**config.mk**
```make
export PLATFORM = sky130hd
export DESIGN_NAME = program_memory_loader
export DESIGN_NICKNAME = d
export VERILOG_FILES = /design/src/rtl/program_memory_loader.sv
export SDC_FILE = /design/constraint.sdc
export NUM_CORES = 1
export LEC_CHECK = 0
export BUFFER_PORTS_ARGS = -buffer_cell sky130_fd_sc_hd__buf_4
export CORE_MARGIN = 5
export CORE_UTILIZATION = 30
export DETAILED_ROUTE_END_ITERATION = 7
export PLACE_DENSITY = 0.55
export SLEW_MARGIN = 20
export SYNTH_ARGS = -nofsm -noshare
export SYNTH_HDL_FRONTEND = slang
export SYNTH_SLANG_ARGS = --single-unit
```
**constraint.sdc**
```tcl
create_clock -name clk -period 3.95 [get_ports clk]
set_input_delay 1.185 -clock clk [delete_from_list [all_inputs] [get_ports clk]]
set_output_delay 1.185 -clock clk [all_outputs]
set_load 0.01 [all_outputs]
```
**src/rtl/program_memory_loader.sv**
```systemverilog
// Framed byte-stream loader for the PicoBlaze program RAM write port.
// Holds the CPU in reset while a frame is received and reports done/error stickily.
module program_memory_loader #(
  parameter int          ADDRESS_WIDTH = 10,
  parameter logic [7:0]  SYNC_BYTE     = 8'hA5
) (
  input  logic                     clk,
  input  logic                     reset,
  input  logic                     byte_valid,
  input  logic [7:0]               byte_data,
  output logic                     byte_ready,
  output logic                     write_enable,
  output logic [ADDRESS_WIDTH-1:0] write_address,
  output logic [17:0]              write_data,
  output logic                     cpu_reset,
  output logic                     load_done,
  output logic                     load_error
);

  localparam int CW = ADDRESS_WIDTH + 1;

  typedef enum logic [3:0] {
    S_IDLE, S_CNT_HI, S_CNT_LO, S_B0, S_B1, S_B2, S_WRITE, S_CHK, S_ERROR
  } state_t;

  state_t                   state_q, state_d;
  logic [7:0]               sum_q, sum_d;
  logic [7:0]               cnt_hi_q, cnt_hi_d;
  logic [7:0]               b1_q, b1_d;
  logic [1:0]               b0_q, b0_d;
  logic [CW-1:0]            addr_q, addr_d;
  logic [CW-1:0]            cnt_q, cnt_d;
  logic [ADDRESS_WIDTH-1:0] wa_q, wa_d;
  logic [17:0]              wd_q, wd_d;
  logic                     cpu_reset_q, cpu_reset_d;
  logic                     done_q, done_d;
  logic                     err_q, err_d;
  logic                     xfer;
  logic [31:0]              n_req;

  always_comb begin
    xfer        = byte_valid && (state_q != S_WRITE);
    n_req       = {16'd0, cnt_hi_q, byte_data};
    state_d     = state_q;
    sum_d       = sum_q;
    cnt_hi_d    = cnt_hi_q;
    b0_d        = b0_q;
    b1_d        = b1_q;
    addr_d      = addr_q;
    cnt_d       = cnt_q;
    wa_d        = wa_q;
    wd_d        = wd_q;
    cpu_reset_d = cpu_reset_q;
    done_d      = done_q;
    err_d       = err_q;
    // Every accepted byte after SYNC contributes to the running checksum.
    if (xfer && state_q != S_IDLE && state_q != S_ERROR) begin
      sum_d = sum_q + byte_data;
    end
    case (state_q)
      S_IDLE: begin
        if (xfer && byte_data == SYNC_BYTE) begin
          state_d     = S_CNT_HI;
          done_d      = 1'b0;
          err_d       = 1'b0;
          cpu_reset_d = 1'b1;
          sum_d       = 8'd0;
          addr_d      = '0;
        end
      end
      S_CNT_HI: if (xfer) begin
        cnt_hi_d = byte_data;
        state_d  = S_CNT_LO;
      end
      S_CNT_LO: if (xfer) begin
        if (n_req == 32'd0 || n_req > (32'd1 << ADDRESS_WIDTH)) begin
          state_d = S_ERROR;
        end else begin
          cnt_d   = CW'(n_req);
          state_d = S_B0;
        end
      end
      S_B0: if (xfer) begin
        b0_d    = byte_data[1:0];
        state_d = S_B1;
      end
      S_B1: if (xfer) begin
        b1_d    = byte_data;
        state_d = S_B2;
      end
      S_B2: if (xfer) begin
        wa_d    = addr_q[ADDRESS_WIDTH-1:0];
        wd_d    = {b0_q, b1_q, byte_data};
        state_d = S_WRITE;
      end
      S_WRITE: begin
        addr_d  = addr_q + CW'(1);
        state_d = (addr_d == cnt_q) ? S_CHK : S_B0;
      end
      S_CHK: if (xfer) begin
        if (sum_d == 8'd0) begin
          done_d      = 1'b1;
          cpu_reset_d = 1'b0;
        end else begin
          err_d = 1'b1;
        end
        state_d = S_IDLE;
      end
      S_ERROR: begin
        err_d   = 1'b1;
        state_d = S_IDLE;
      end
      default: state_d = S_IDLE;
    endcase
  end

  always_ff @(posedge clk) begin
    if (reset) begin
      state_q     <= S_IDLE;
      addr_q      <= '0;
      wa_q        <= '0;
      wd_q        <= '0;
      cpu_reset_q <= 1'b0;
      done_q      <= 1'b0;
      err_q       <= 1'b0;
    end else begin
      state_q     <= state_d;
      addr_q      <= addr_d;
      wa_q        <= wa_d;
      wd_q        <= wd_d;
      cpu_reset_q <= cpu_reset_d;
      done_q      <= done_d;
      err_q       <= err_d;
    end
  end

  // Frame-scoped datapath: always reloaded before use, so no reset needed.
  always_ff @(posedge clk) begin
    sum_q    <= sum_d;
    cnt_hi_q <= cnt_hi_d;
    b0_q     <= b0_d;
    b1_q     <= b1_d;
    cnt_q    <= cnt_d;
  end

  assign byte_ready    = (state_q != S_WRITE);
  assign write_enable  = (state_q == S_WRITE);
  assign write_address = wa_q;
  assign write_data    = wd_q;
  assign cpu_reset     = cpu_reset_q;
  assign load_done     = done_q;
  assign load_error    = err_q;

endmodule
```
==> results.rst, run 1 <==
.. list-table::
   :header-rows: 1

   * - Metric
     - Value
   * - Synth Register Bits
     - 83
   * - Vias in the first global route
     - 2,930
   * - Yosys top cell area share
     - 27.60%
   * - Most frequently used flop master after synthesis
     - sky130_fd_sc_hd__dfxtp_1
   * - Cts hold-fix bufs
     - 0
   * - Cell with the most instances after synthesis
     - sky130_fd_sc_hd__nand2_1
   * - Remaining number of nets flagged by the antenna check after routing
     - 0
   * - Fin worst setup slack
     - 0.8068 ns
   * - CTS tree
     - done
   * - Post-CTS Resized
     - 0
   * - Syn. warnings
     - 0
   * - Place WS
     - 0.5354 ns
   * - Max-cap violation count
     - 0
   * - Minimum setup slack among reg-to-reg paths
     - 1.38 ns
   * - Relative slew margins
     - 48.50%
   * - Total DRC errors in the routed layout
     - 0
   * - Chip Width
     - 124.3 um
   * - Measured slew at the worst slew-check pin
     - 0.7707 ns
   * - IO Port Bufs
     - 43
   * - Leakage
     - 0.001680 uW
   * - Hold Crit Start
     - write_address[2]
   * - Total congestion overflow after global routing
     - 0
   * - HPWL Detailed
     - 6434 um
   * - First drt pass iteration count
     - 4
   * - Cell types with the largest area share after synthesis
     - sky130_fd_sc_hd__dfxtp_1 28%, sky130_fd_sc_hd__edfxtp_1 22%, sky130_fd_sc_hd__a21oi_1 7.0%, sky130_fd_sc_hd__nand2_1 6.9%, sky130_fd_sc_hd__xnor2_1 3.4%
   * - Number of inserted filler cells in the final layout
     - 1,311
   * - Number of nets in the layout
     - 467
   * - Number of core rows
     - 41
   * - Total CTS buffers
     - 9
   * - Depth of the CTS H-tree
     - 3
   * - Clock insertion delay at the later pin of the skew report
     - 0.34 ns
   * - Maximum number of pins on one net before global-route repair
     - 46
   * - Highest achievable clock rate
     - 318.2 MHz
   * - Clock transition time at the flip-flop clock pins of the worst setup and hold paths
     - 0.06 ns
   * - Arrival time reported for the critical path endpoint
     - 1.96 ns
   * - Final setup violation count
     - 0
   * - Crit path kind
     - reg2out
   * - GPL Wtd Cong
     - 0.8613
   * - CTS Root Cell
     - sky130_fd_sc_hd__clkbuf_16
   * - Final clock skew
     - 0.008610 ns
   * - Data required time of the critical path
     - 2.76 ns
   * - Max IR drop VDD
     - 295.0 uV
   * - Synth Net Count
     - 432
   * - Total Die Area
     - 15,440 sq um
   * - Power per unit of standard cell area
     - 556.5 nW/um^2
   * - Worst-case hold slack
     - 0.4535 ns
   * - FF-to-FF Start
     - state_q[1]
   * - Starting density of the core
     - 30.78%
   * - Number of antenna violations at the first check in global routing
     - 0
   * - Worst hold path cell count
     - 2
   * - Average vias per placed instance
     - 4.869
   * - Buffers from clock root to sink, at most
     - 2
   * - Post CTS Setup Buffer Count
     - 0
   * - Crit path max fanout
     - 15
   * - Fin crit share
     - 79.57%
   * - Worst hold path type
     - reg2reg
   * - Fin. max-slew vios
     - 0
   * - CP endpoint kind
     - primary output
   * - Result of the run
     - finished, final reports clean
   * - Global Route Usage Sum
     - 12.18%
   * - Top-level I/O count
     - 44
   * - Mean instance size in the synthesized netlist
     - 9.505 sq um
   * - Crit path time final
     - 3.143 ns
   * - Seq. cell area
     - 1952 sq um
   * - Routed vias
     - 3,038
   * - Die height
     - 124.3 um
   * - Number of hold violations in the final report
     - 0
   * - Syn Std Cell Area
     - 3916 sq um
   * - Kind of start point of the critical path
     - flip-flop
   * - Proportion of layout cells with a drive suffix above 1
     - 17.70%
   * - RR Endpoint
     - state_q[2]
   * - TritonCTS Sinks
     - 83
   * - Area added between synthesis and finish
     - 18.85%
   * - Share of the yosys chip area belonging to registers
     - 49.84%
   * - Leading cell types by count after synthesis
     - 72 x sky130_fd_sc_hd__nand2_1, 55 x sky130_fd_sc_hd__a21oi_1, 54 x sky130_fd_sc_hd__dfxtp_1, 29 x sky130_fd_sc_hd__edfxtp_1, 29 x sky130_fd_sc_hd__nor2_1
   * - Average detailed-routed wire length per instance
     - 14.84 um
   * - Syn Inst Count
     - 412
   * - Cell taking the most area after synthesis
     - sky130_fd_sc_hd__dfxtp_1
   * - Total Neg Setup Slack
     - 0 ns
   * - Endpoint of the worst hold-timing path
     - write_address[2]
   * - Antenna fix cells
     - 0
   * - Global-route wire length before repair
     - 15,380 um
   * - Core region area
     - 12,720 sq um
   * - Share of flip-flops with an asynchronous set or reset after synthesis
     - 0%
   * - Logic depth of the worst register-to-register path
     - 8
   * - Overall routed net length
     - 9263 um
   * - Number of enable-type register cells in the synthesized netlist
     - 29
   * - Number of design-rule violations left by the first detailed-router iteration
     - 174
   * - Unrepaired setup endpoints after global routing
     - false
   * - Synth cell types
     - 61
   * - Multi-input gate area
     - 1824 sq um
worst max path at each step:
stage / start / end / slack [ns] / cells past startpoint
4_1_cts: state_q[1] / write_enable / 0.77 / 3
6_report: state_q[1] / write_enable / 0.81 / 3
3_5_place_dp: byte_data[0] / cpu_reset / 0.54 / 10
5_1_grt: state_q[1] / write_enable / 0.64 / 3
2_1_floorplan: byte_data[1] / cnt_q[0] / 0.52 / 5
3_3_place_gp: byte_data[0] / cpu_reset / 0.63 / 10
critical path, stage by stage, from the launching register on:
cell and delay (ns):
sky130_fd_sc_hd__dfxtp_1 0.70, sky130_fd_sc_hd__nand4bb_4 0.37, sky130_fd_sc_hd__inv_2 0.36, sky130_fd_sc_hd__buf_4 0.19
through the flow:
stage	area [sq um]	instances	utilization, %	total power [uW]
final	4654	624	36.59	2590
after global routing	4654	624	36.59	2747
after CTS	4654	624	36.59	2610
after detailed placement	4374	608	34.38	1821
after global placement	4374	608	34.38	1802
after floorplan	3916	412	-	1665
routing by layer:
layer	up-vias	part of all wire [%]	track usage, %
li1	1537	-	-
met1	1430	48	16.13
met2	62	47	19.18
met3	9	4.1	3.988
met4	0	1.0	3.159
met5	-	0	0
area by class of cell:
| class | count | share of cell area, % |
|---|---|---|
| inverter | 4 | 0.3226 |
| tap | 172 | 4.624 |
| multi-input combinational | 300 | 39.19 |
| clock inverter | 5 | 0.8065 |
| clock buffer | 11 | 5.215 |
| timing repair buffer | 49 | 7.903 |
| sequential | 83 | 41.94 |
registers in the layout (all words and copies together) (netlist names), 2 cells and up:
name and cells:
b0_q 2, state_q 4, cnt_hi_q 8, write_data 18, sum_q 8, cnt_q 11, write_address 10, b1_q 8
addr_q 11
report_power, final:
group          internal, uW  switching [uW]
clock                   445             335
combinational           312             415
sequential              988            95.4
total                  1750             845
cell families after synthesis:
logic type,after synthesis,share of synthesized area [%]
simple gates,171,22.56
buf+inv,29,3.578
compound gates,93,14.28
flops,83,49.84
fa+ha+maj,9,3.067
xor+xnor,23,5.336
mux,4,1.342
layout by cell type, fill, tap and decap left out, drive strengths merged, types with 2 or more instances in the layout:
cell,n
o21a,2
o211a,2
clkinv,3
buf,49
nor3,15
nor2,30
nand2,72
and4,3
nor3b,2
a21o,5
o31a,2
nand3b,4
o21ai,12
dfxtp,54
inv,5
a31oi,4
nor4,7
ha,8
xnor2,16
or2,2
mux2i,4
clkbuf,11
nand4,5
edfxtp,29
or3,2
nand3,16
a21oi,56
and3,6
xor2,7
or4,2
Power figures use the tool's default switching activity.
==> inputs of run 2 (changes only) <==
--- a/config.mk
+++ b/config.mk
@@ -9,7 +9,7 @@
 export CORE_MARGIN = 5
 export CORE_UTILIZATION = 30
 export DETAILED_ROUTE_END_ITERATION = 7
-export PLACE_DENSITY = 0.55
+export PLACE_DENSITY = 0.57
 export SLEW_MARGIN = 20
 export SYNTH_ARGS = -nofsm -noshare
 export SYNTH_HDL_FRONTEND = slang
==> constraint.sdc (replaced) <==
create_clock -name clk -period 2.6 [get_ports clk]
set_input_delay 0.78 -clock clk [delete_from_list [all_inputs] [get_ports clk]]
set_output_delay 0.78 -clock clk [all_outputs]
set_load 0.01 [all_outputs]
==> run 2 against run 1 <==
Effect of this change: clock skew decreased by 0.0053 ns; global-route usage down 0.095 points; sequential share of layout area down 2.8 points; final cell count up 5.8%; setup slack worse by 0.74 ns; power rose by 64%; die area did not move; worst hold slack barely moved; combinational power grew 83%; critical path depth rose by 7; register-to-register slack got worse by 1.1 ns; critical path type is now in2reg; critical endpoint is now cpu_reset.
==> results.rst, run 2 (synthesis gave the netlist of run 1 again) <==
.. list-table::
   :header-rows: 1

   * - Metric
     - Value
   * - Cells along the critical path
     - buf_4, ha_1, fa_2, a21o_1, a221oi_2, xnor2_1, mux2i_4, o211a_4, nand3_2, o31a_1
   * - Endpoint of the worst hold-timing path
     - write_address[1]
   * - Crit path max fanout
     - 3 (-12)
   * - Power share of the sequential group
     - 38.6% (-3.2 points)
   * - Data required time of the critical path
     - 2.83 ns (+0.07 ns)
   * - Arrival time reported for the critical path endpoint
     - 2.76 ns (+0.80 ns)
   * - Total DRC errors in the routed layout
     - 0 (unchanged)
   * - Routed vias
     - 3,224 (+6.1%)
   * - Total Neg Setup Slack
     - 0 ns (unchanged)
   * - Starting density of the core
     - 30.78% (unchanged)
   * - Int Power
     - 2904 uW (+66%)
   * - Total CTS buffers
     - 9 (unchanged)
   * - Overall routed net length
     - 9307 um (+0.48%)
   * - GPL Wtd Cong
     - 0.8573 (-0.46%)
   * - Maximum number of pins on one net before global-route repair
     - 45 (-2.2%)
   * - Top-level I/O count
     - 44 (unchanged)
   * - Total Die Area
     - 15,440 sq um (unchanged)
   * - Fin crit share
     - 97.49%
   * - Worst-case hold slack
     - 0.4537 ns (+0.0001910 ns)
   * - Max-cap violation count
     - 0 (unchanged)
   * - Fin. max-slew vios
     - 0 (unchanged)
   * - Number of hold violations in the final report
     - 0 (unchanged)
   * - Core region area
     - 12,720 sq um (unchanged)
   * - Area added between synthesis and finish
     - 27.44%
   * - Logic depth of the worst register-to-register path
     - 9 (+1)
   * - Final setup violation count
     - 0 (unchanged)
   * - Number of nets in the layout
     - 503 (+7.7%)
   * - CTS Root Cell
     - sky130_fd_sc_hd__clkbuf_16
   * - Global Route Usage Sum
     - 12.09% (-0.095 points)
   * - TritonCTS Sinks
     - 83 (unchanged)
   * - Result of the run
     - finished, final reports clean
   * - Clock transition time at the flip-flop clock pins of the worst setup and hold paths
     - 0.06 ns (about the same)
   * - Comb power frac
     - 31.3% (+3.2 points)
   * - Buffers from clock root to sink, at most
     - 2 (unchanged)
   * - HPWL Detailed
     - 6830 um (+6.2%)
   * - Average detailed-routed wire length per instance
     - 14.10 um (-5.0%)
   * - Clock insertion delay at the later pin of the skew report
     - 0.33 ns (about the same)
   * - Proportion of layout cells with a drive suffix above 1
     - 25.00% (+7.3 points)
   * - Remaining number of nets flagged by the antenna check after routing
     - 0 (unchanged)
   * - IO Port Bufs
     - 43 (unchanged)
   * - Part of the power in the clock network
     - 30.2% (about the same)
   * - Measured slew at the worst slew-check pin
     - 0.4847 ns (-0.2860 ns)
   * - Total congestion overflow after global routing
     - 0 (unchanged)
   * - Final core utilization
     - 39.23% (+2.6 points)
   * - Number of antenna violations at the first check in global routing
     - 0 (unchanged)
   * - Highest-delay cell along the critical path
     - sky130_fd_sc_hd__fa_2
   * - Sw Share
     - 31.67% (-0.94 points)
   * - Die height
     - 124.3 um (unchanged)
   * - Hold Crit Start
     - write_address[1]
   * - Flip-flop count of the largest register after layout
     - 18 (unchanged)
   * - Vias in the first global route
     - 3,031 (+3.4%)
   * - Kind of start point of the critical path
     - primary input
   * - RR Endpoint
     - cpu_reset
   * - Largest stage delay, worst path
     - 0.36 ns (-0.34 ns)
   * - Most frequent cells in the layout
     - 83 x sky130_fd_sc_hd__buf_4, 72 x sky130_fd_sc_hd__nand2_1, 54 x sky130_fd_sc_hd__a21oi_1, 54 x sky130_fd_sc_hd__dfxtp_1
   * - Final clock skew
     - 0.003272 ns (-0.005339 ns)
   * - Crit path time final
     - 2.535 ns
   * - Most common library cell in the layout ignoring fill and taps
     - sky130_fd_sc_hd__buf_4
   * - Max IR drop VDD
     - 522.3 uV (+77%)
   * - Crit path kind
     - in2reg
   * - Number of core rows
     - 41 (unchanged)
   * - Power per unit of standard cell area
     - 851.5 nW/um^2 (+53%)
   * - Worst hold path cell count
     - 2 (unchanged)
   * - CTS tree
     - done
   * - Highest achievable clock rate
     - 394.5 MHz
   * - Depth of the CTS H-tree
     - 3 (unchanged)
   * - Chip Width
     - 124.3 um (unchanged)
   * - Global-route wire length before repair
     - 15,400 um (+0.13%)
   * - Average vias per placed instance
     - 4.885 (+0.33%)
   * - Minimum setup slack among reg-to-reg paths
     - 0.30 ns (-1.08 ns)
   * - First drt pass iteration count
     - 4 (unchanged)
   * - Relative slew margins
     - 66.85% (+18 points)
   * - Number of design-rule violations left by the first detailed-router iteration
     - 228 (+31%)
   * - CP endpoint kind
     - flip-flop
   * - Leakage
     - 0.001883 uW (+12%)
   * - Unrepaired setup endpoints after global routing
     - false
   * - Post CTS Setup Buffer Count
     - 0 (unchanged)
   * - Sw Pwr
     - 1346 uW (+59%)
   * - Worst hold path type
     - reg2reg
   * - Antenna fix cells
     - 0 (unchanged)
   * - FF-to-FF Start
     - sum_q[0]
-- run 2: changes by cell type in the layout (fill, tap and decap cells not counted), sizes merged --
cell,delta
clkbuf,-2
clkinvlp,+1
inv,+1
clkinv,-1
buf,+36
bufinv,+1
-- run 2: layout make-up --
type / count / area [sq um]
Clock inverter: 7 / 76.32
Multi-Input combinational cell: 300 / 1844
Inverter: 4 / 15.01
Timing Repair Buffer: 85 / 663.1
Clock buffer: 9 / 225.2
Tap cell: 172 / 215.2
Sequential cell: 83 / 1952
Fill cell: 1322 / 7731
-- run 2: critical path, delay by kind of cell --
kind                       cells  cell delay [ns]
AOI/OAI and AO/OA              4             0.89
xor gates and xnor gates       1             0.14
adders and majority gates      2             0.58
buffers and inverters          1             0.12
muxes                          1             0.16
and+or+nand+nor                1             0.09
-- run 2: per-layer routing --
layer  vias to the layer above  part of all wire [%]  global-route usage (%)
met5                         -                     0                       0
met4                         0                  0.96                   2.450
met2                        77                    48                   19.62
met1                      1529                    46                   15.66
met3                        10                   5.4                   4.160
li1                       1608                     -                       -
-- run 2: power by group through the flow --
stage                     Combinational [uW]  Clock (uW)  Sequential [uW]
final                                   1330        1280             1640
after global routing                    1480        1370             1660
after CTS                               1320        1310             1640
after detailed placement                1320           0             1670
after global placement                  1300           0             1660
after floorplan                          923           0             1610
-- run 2: repair_timing --
action	CTS	global route
resized for setup	0	3
hold buffers	0	0
setup endpoints to repair	0	2
-- run 2: through the flow --
| stage | area (sq um) | power (uW) | setup slack [ns] | cells |
|---|---|---|---|---|
| final | 4991 | 4250 | 0.06519 | 660 |
| after global routing | 4991 | 4504 | 0.006313 | 660 |
| after CTS | 4985 | 4273 | 0.1047 | 660 |
| after detailed placement | 4683 | 2983 | -0.2492 | 644 |
| after global placement | 4683 | 2956 | -0.2281 | 644 |
| after floorplan | 3930 | 2535 | -0.02931 | 412 |
-- run 2: worst max-delay path by stage --
stage                       startpoint        end  slack (ns)  cells past startpoint
after floorplan           byte_data[0]  cpu_reset       -0.03                      9
after global placement    byte_data[0]  cpu_reset       -0.23                     10
after detailed placement  byte_data[0]  cpu_reset       -0.25                     10
after CTS                 byte_data[0]  cpu_reset        0.10                     10
after global routing      byte_data[0]  cpu_reset       0.006                     10
final                     byte_data[0]  cpu_reset        0.07                     10
==> inputs of run 3 (changes only) <==
--- a/config.mk
+++ b/config.mk
@@ -9,7 +9,7 @@
 export CORE_MARGIN = 5
 export CORE_UTILIZATION = 30
 export DETAILED_ROUTE_END_ITERATION = 7
-export PLACE_DENSITY = 0.57
+export PLACE_DENSITY = 0.55
 export SLEW_MARGIN = 20
 export SYNTH_ARGS = -nofsm -noshare
 export SYNTH_HDL_FRONTEND = slang
==> constraint.sdc (replaced) <==
create_clock -name clk -period 2.85 [get_ports clk]
set_input_delay 0.855 -clock clk [delete_from_list [all_inputs] [get_ports clk]]
set_output_delay 0.855 -clock clk [all_outputs]
set_load 0.01 [all_outputs]
==> run 3 against run 2 <==
Effect of this change: sequential cell count unchanged; register-to-register slack better by 0.13 ns; utilization is 1.9 points lower; die area unchanged; sequential power down 9%; highest routed layer unchanged.
==> results.rst, run 3 (synthesis gave the netlist of run 1 again) <==
.. list-table::
   :header-rows: 1

   * - Metric
     - Value
   * - Core region area
     - 12,720 sq um (unchanged)
   * - Endpoint of the worst hold-timing path
     - write_address[3]
   * - Unrepaired setup endpoints after global routing
     - false
   * - Number of design-rule violations left by the first detailed-router iteration
     - 177 (-22%)
   * - RR Endpoint
     - state_q[2]
   * - Buffering stage count on the worst path with inverters included
     - 1 (unchanged)
   * - Fin area
     - 4755 sq um (-4.7%)
   * - Number of antenna violations at the first check in global routing
     - 0 (unchanged)
   * - Hold Crit Start
     - write_address[3]
   * - Result of the run
     - finished, final reports clean
   * - Antenna fix cells
     - 0 (unchanged)
   * - Average detailed-routed wire length per instance
     - 14.49 um (+2.8%)
   * - Worst hold path type
     - reg2reg
   * - GPL Wtd Cong
     - 0.8053 (-6.1%)
   * - Average vias per placed instance
     - 4.919 (+0.69%)
   * - Most frequent cells in the layout
     - 72 x sky130_fd_sc_hd__nand2_1, 64 x sky130_fd_sc_hd__buf_4, 55 x sky130_fd_sc_hd__a21oi_1
   * - Fin. max-slew vios
     - 0 (unchanged)
   * - CTS Root Cell
     - sky130_fd_sc_hd__clkbuf_16
   * - Final clock skew
     - 0.006626 ns (+0.003354 ns)
   * - Number of nets in the layout
     - 482 (-4.2%)
   * - Kind of start point of the critical path
     - primary input
   * - Largest stage delay, worst path
     - 0.42 ns (+0.06 ns)
   * - Worst hold path cell count
     - 2 (unchanged)
   * - Top-level I/O count
     - 44 (unchanged)
   * - Post CTS Setup Buffer Count
     - 0 (unchanged)
   * - Fin crit share
     - 93.89%
   * - Clock insertion delay at the later pin of the skew report
     - 0.33 ns (about the same)
   * - Max IR drop VDD
     - 423.5 uV (-19%)
   * - Maximum number of pins on one net before global-route repair
     - 45 (unchanged)
   * - Total CTS buffers
     - 9 (unchanged)
   * - Remaining number of nets flagged by the antenna check after routing
     - 0 (unchanged)
   * - Post-CTS Resized
     - 0 (unchanged)
   * - Buffers from clock root to sink, at most
     - 2 (unchanged)
   * - Die height
     - 124.3 um (unchanged)
   * - Global Route Usage Sum
     - 12.26% (+0.17 points)
   * - Number of hold violations in the final report
     - 0 (unchanged)
   * - Measured slew at the worst slew-check pin
     - 0.5096 ns (+0.02496 ns)
   * - CTS tree
     - done
   * - Minimum setup slack among reg-to-reg paths
     - 0.43 ns (+0.13 ns)
   * - Leakage
     - 0.001748 uW (-7.2%)
   * - DP Area
     - 4492 sq um (-4.1%)
   * - Starting density of the core
     - 30.78% (unchanged)
   * - Arrival time reported for the critical path endpoint
     - 2.90 ns (+0.14 ns)
   * - Category of cells accounting for the largest share of critical-path delay
     - compound AO/OA/AOI/OAI gates
   * - Chip Width
     - 124.3 um (unchanged)
   * - Most common library cell in the layout ignoring fill and taps
     - sky130_fd_sc_hd__nand2_1
   * - Final setup violation count
     - 0 (unchanged)
   * - Max-cap violation count
     - 0 (unchanged)
   * - Total Neg Setup Slack
     - 0 ns (unchanged)
   * - Data required time of the critical path
     - 3.07 ns (+0.24 ns)
   * - Routed vias
     - 3,143 (-2.5%)
   * - Highest achievable clock rate
     - 373.7 MHz
   * - Global-route wire length before repair
     - 15,480 um (+0.49%)
   * - Area added between synthesis and finish
     - 21.41%
   * - Total DRC errors in the routed layout
     - 0 (unchanged)
   * - Proportion of layout cells with a drive suffix above 1
     - 20.34% (-4.7 points)
   * - CP endpoint kind
     - flip-flop
   * - Cts hold-fix bufs
     - 0 (unchanged)
   * - IO Port Bufs
     - 43 (unchanged)
   * - Relative slew margins
     - 65.15% (-1.7 points)
   * - Highest-delay cell along the critical path
     - sky130_fd_sc_hd__fa_1
   * - First drt pass iteration count
     - 4 (unchanged)
   * - # placed instances
     - 623 (-3.3%)
   * - Crit path time final
     - 2.676 ns
   * - FF-to-FF Start
     - addr_q[0]
   * - Logic depth of the worst register-to-register path
     - 8 (-1)
   * - Crit path kind
     - in2reg
   * - Crit path max fanout
     - 3 (unchanged)
   * - Power per unit of standard cell area
     - 753.4 nW/um^2 (-12%)
   * - Overall routed net length
     - 9259 um (-0.52%)
   * - Depth of the CTS H-tree
     - 3 (unchanged)
   * - Flip-flop count of the largest register after layout
     - 18 (unchanged)
   * - Cells along the critical path
     - buf_4, ha_1, fa_1, a21o_1, a221oi_2, xnor2_1, mux2i_4, o211a_4, nand3_2, o31a_1
   * - HPWL Detailed
     - 6613 um (-3.2%)
   * - Total congestion overflow after global routing
     - 0 (unchanged)
   * - Clock transition time at the flip-flop clock pins of the worst setup and hold paths
     - 0.06 ns (about the same)
   * - Number of core rows
     - 41 (unchanged)
   * - Vias in the first global route
     - 3,014 (-0.56%)
   * - Final Non-Filler Cells
     - 639 (-3.2%)
   * - TritonCTS Sinks
     - 83 (unchanged)
   * - Total Die Area
     - 15,440 sq um (unchanged)
-- run 3: changes by cell type in the layout (fill, tap and decap cells not counted), moves of 2 or more --
cell and delta:
sky130_fd_sc_hd__clkinv_1 +2, sky130_fd_sc_hd__buf_12 -2, sky130_fd_sc_hd__buf_4 -19, sky130_fd_sc_hd__inv_6 -2
-- run 3: final cells by class --
cell class                      count  area [sq um]
Multi-Input combinational cell    300          1829
Clock buffer                       10         229.0
Fill cell                        1307          7968
Timing Repair Buffer               64         480.5
Inverter                            4         15.01
Tap cell                          172         215.2
Sequential cell                    83          1952
Clock inverter                      6         33.78
-- run 3: worst max path at each step --
stage / slack [ns] / to / cells past startpoint / from
finish: 0.17 / cpu_reset / 10 / byte_data[0]
detailed placement: -0.16 / cpu_reset / 10 / byte_data[0]
global route: 0.11 / cpu_reset / 10 / byte_data[0]
floorplan: 0.08 / cnt_q[0] / 5 / byte_data[1]
global placement: -0.1 / cpu_reset / 10 / byte_data[0]
CTS: 0.19 / cpu_reset / 10 / byte_data[0]
-- run 3: per-stage QoR --
stage | hold slack, ns | utilization, % | total power, uW | worst slack [ns]
final | 0.4537 | 37.37 | 3582 | 0.1743
after detailed placement | 0.4479 | 35.31 | 2572 | -0.1636
after global routing | 0.4832 | 37.37 | 3813 | 0.1144
after CTS | 0.4560 | 37.37 | 3621 | 0.1879
after global placement | 0.4426 | 35.31 | 2549 | -0.09847
after floorplan | 0.4480 | - | 2308 | 0.07954
-- run 3: worst register-to-register path, stage by stage (launching register included) --
cell and delay [ns]:
sky130_fd_sc_hd__dfxtp_1 0.45, sky130_fd_sc_hd__ha_1 0.34, sky130_fd_sc_hd__and4_1 0.39, sky130_fd_sc_hd__nand2_1 0.13, sky130_fd_sc_hd__xnor2_1 0.16, sky130_fd_sc_hd__nor3_1 0.14
sky130_fd_sc_hd__o2111ai_1 0.16, sky130_fd_sc_hd__o41ai_1 0.43, sky130_fd_sc_hd__o21a_1 0.16
-- run 3: power breakdown --
part | switching, uW | internal [uW] | leakage, uW
Clock | 454 | 582 | 0.000127
Combinational | 583 | 473 | 0.000919
Sequential | 120 | 1370 | 0.000702
-- run 3: routing by layer --
metal | GRT usage (%) | share of wire [%]
met2 | 20.36 | 48
met5 | 0 | 0
met3 | 3.431 | 4.6
met4 | 3.224 | 0.40
met1 | 15.69 | 47
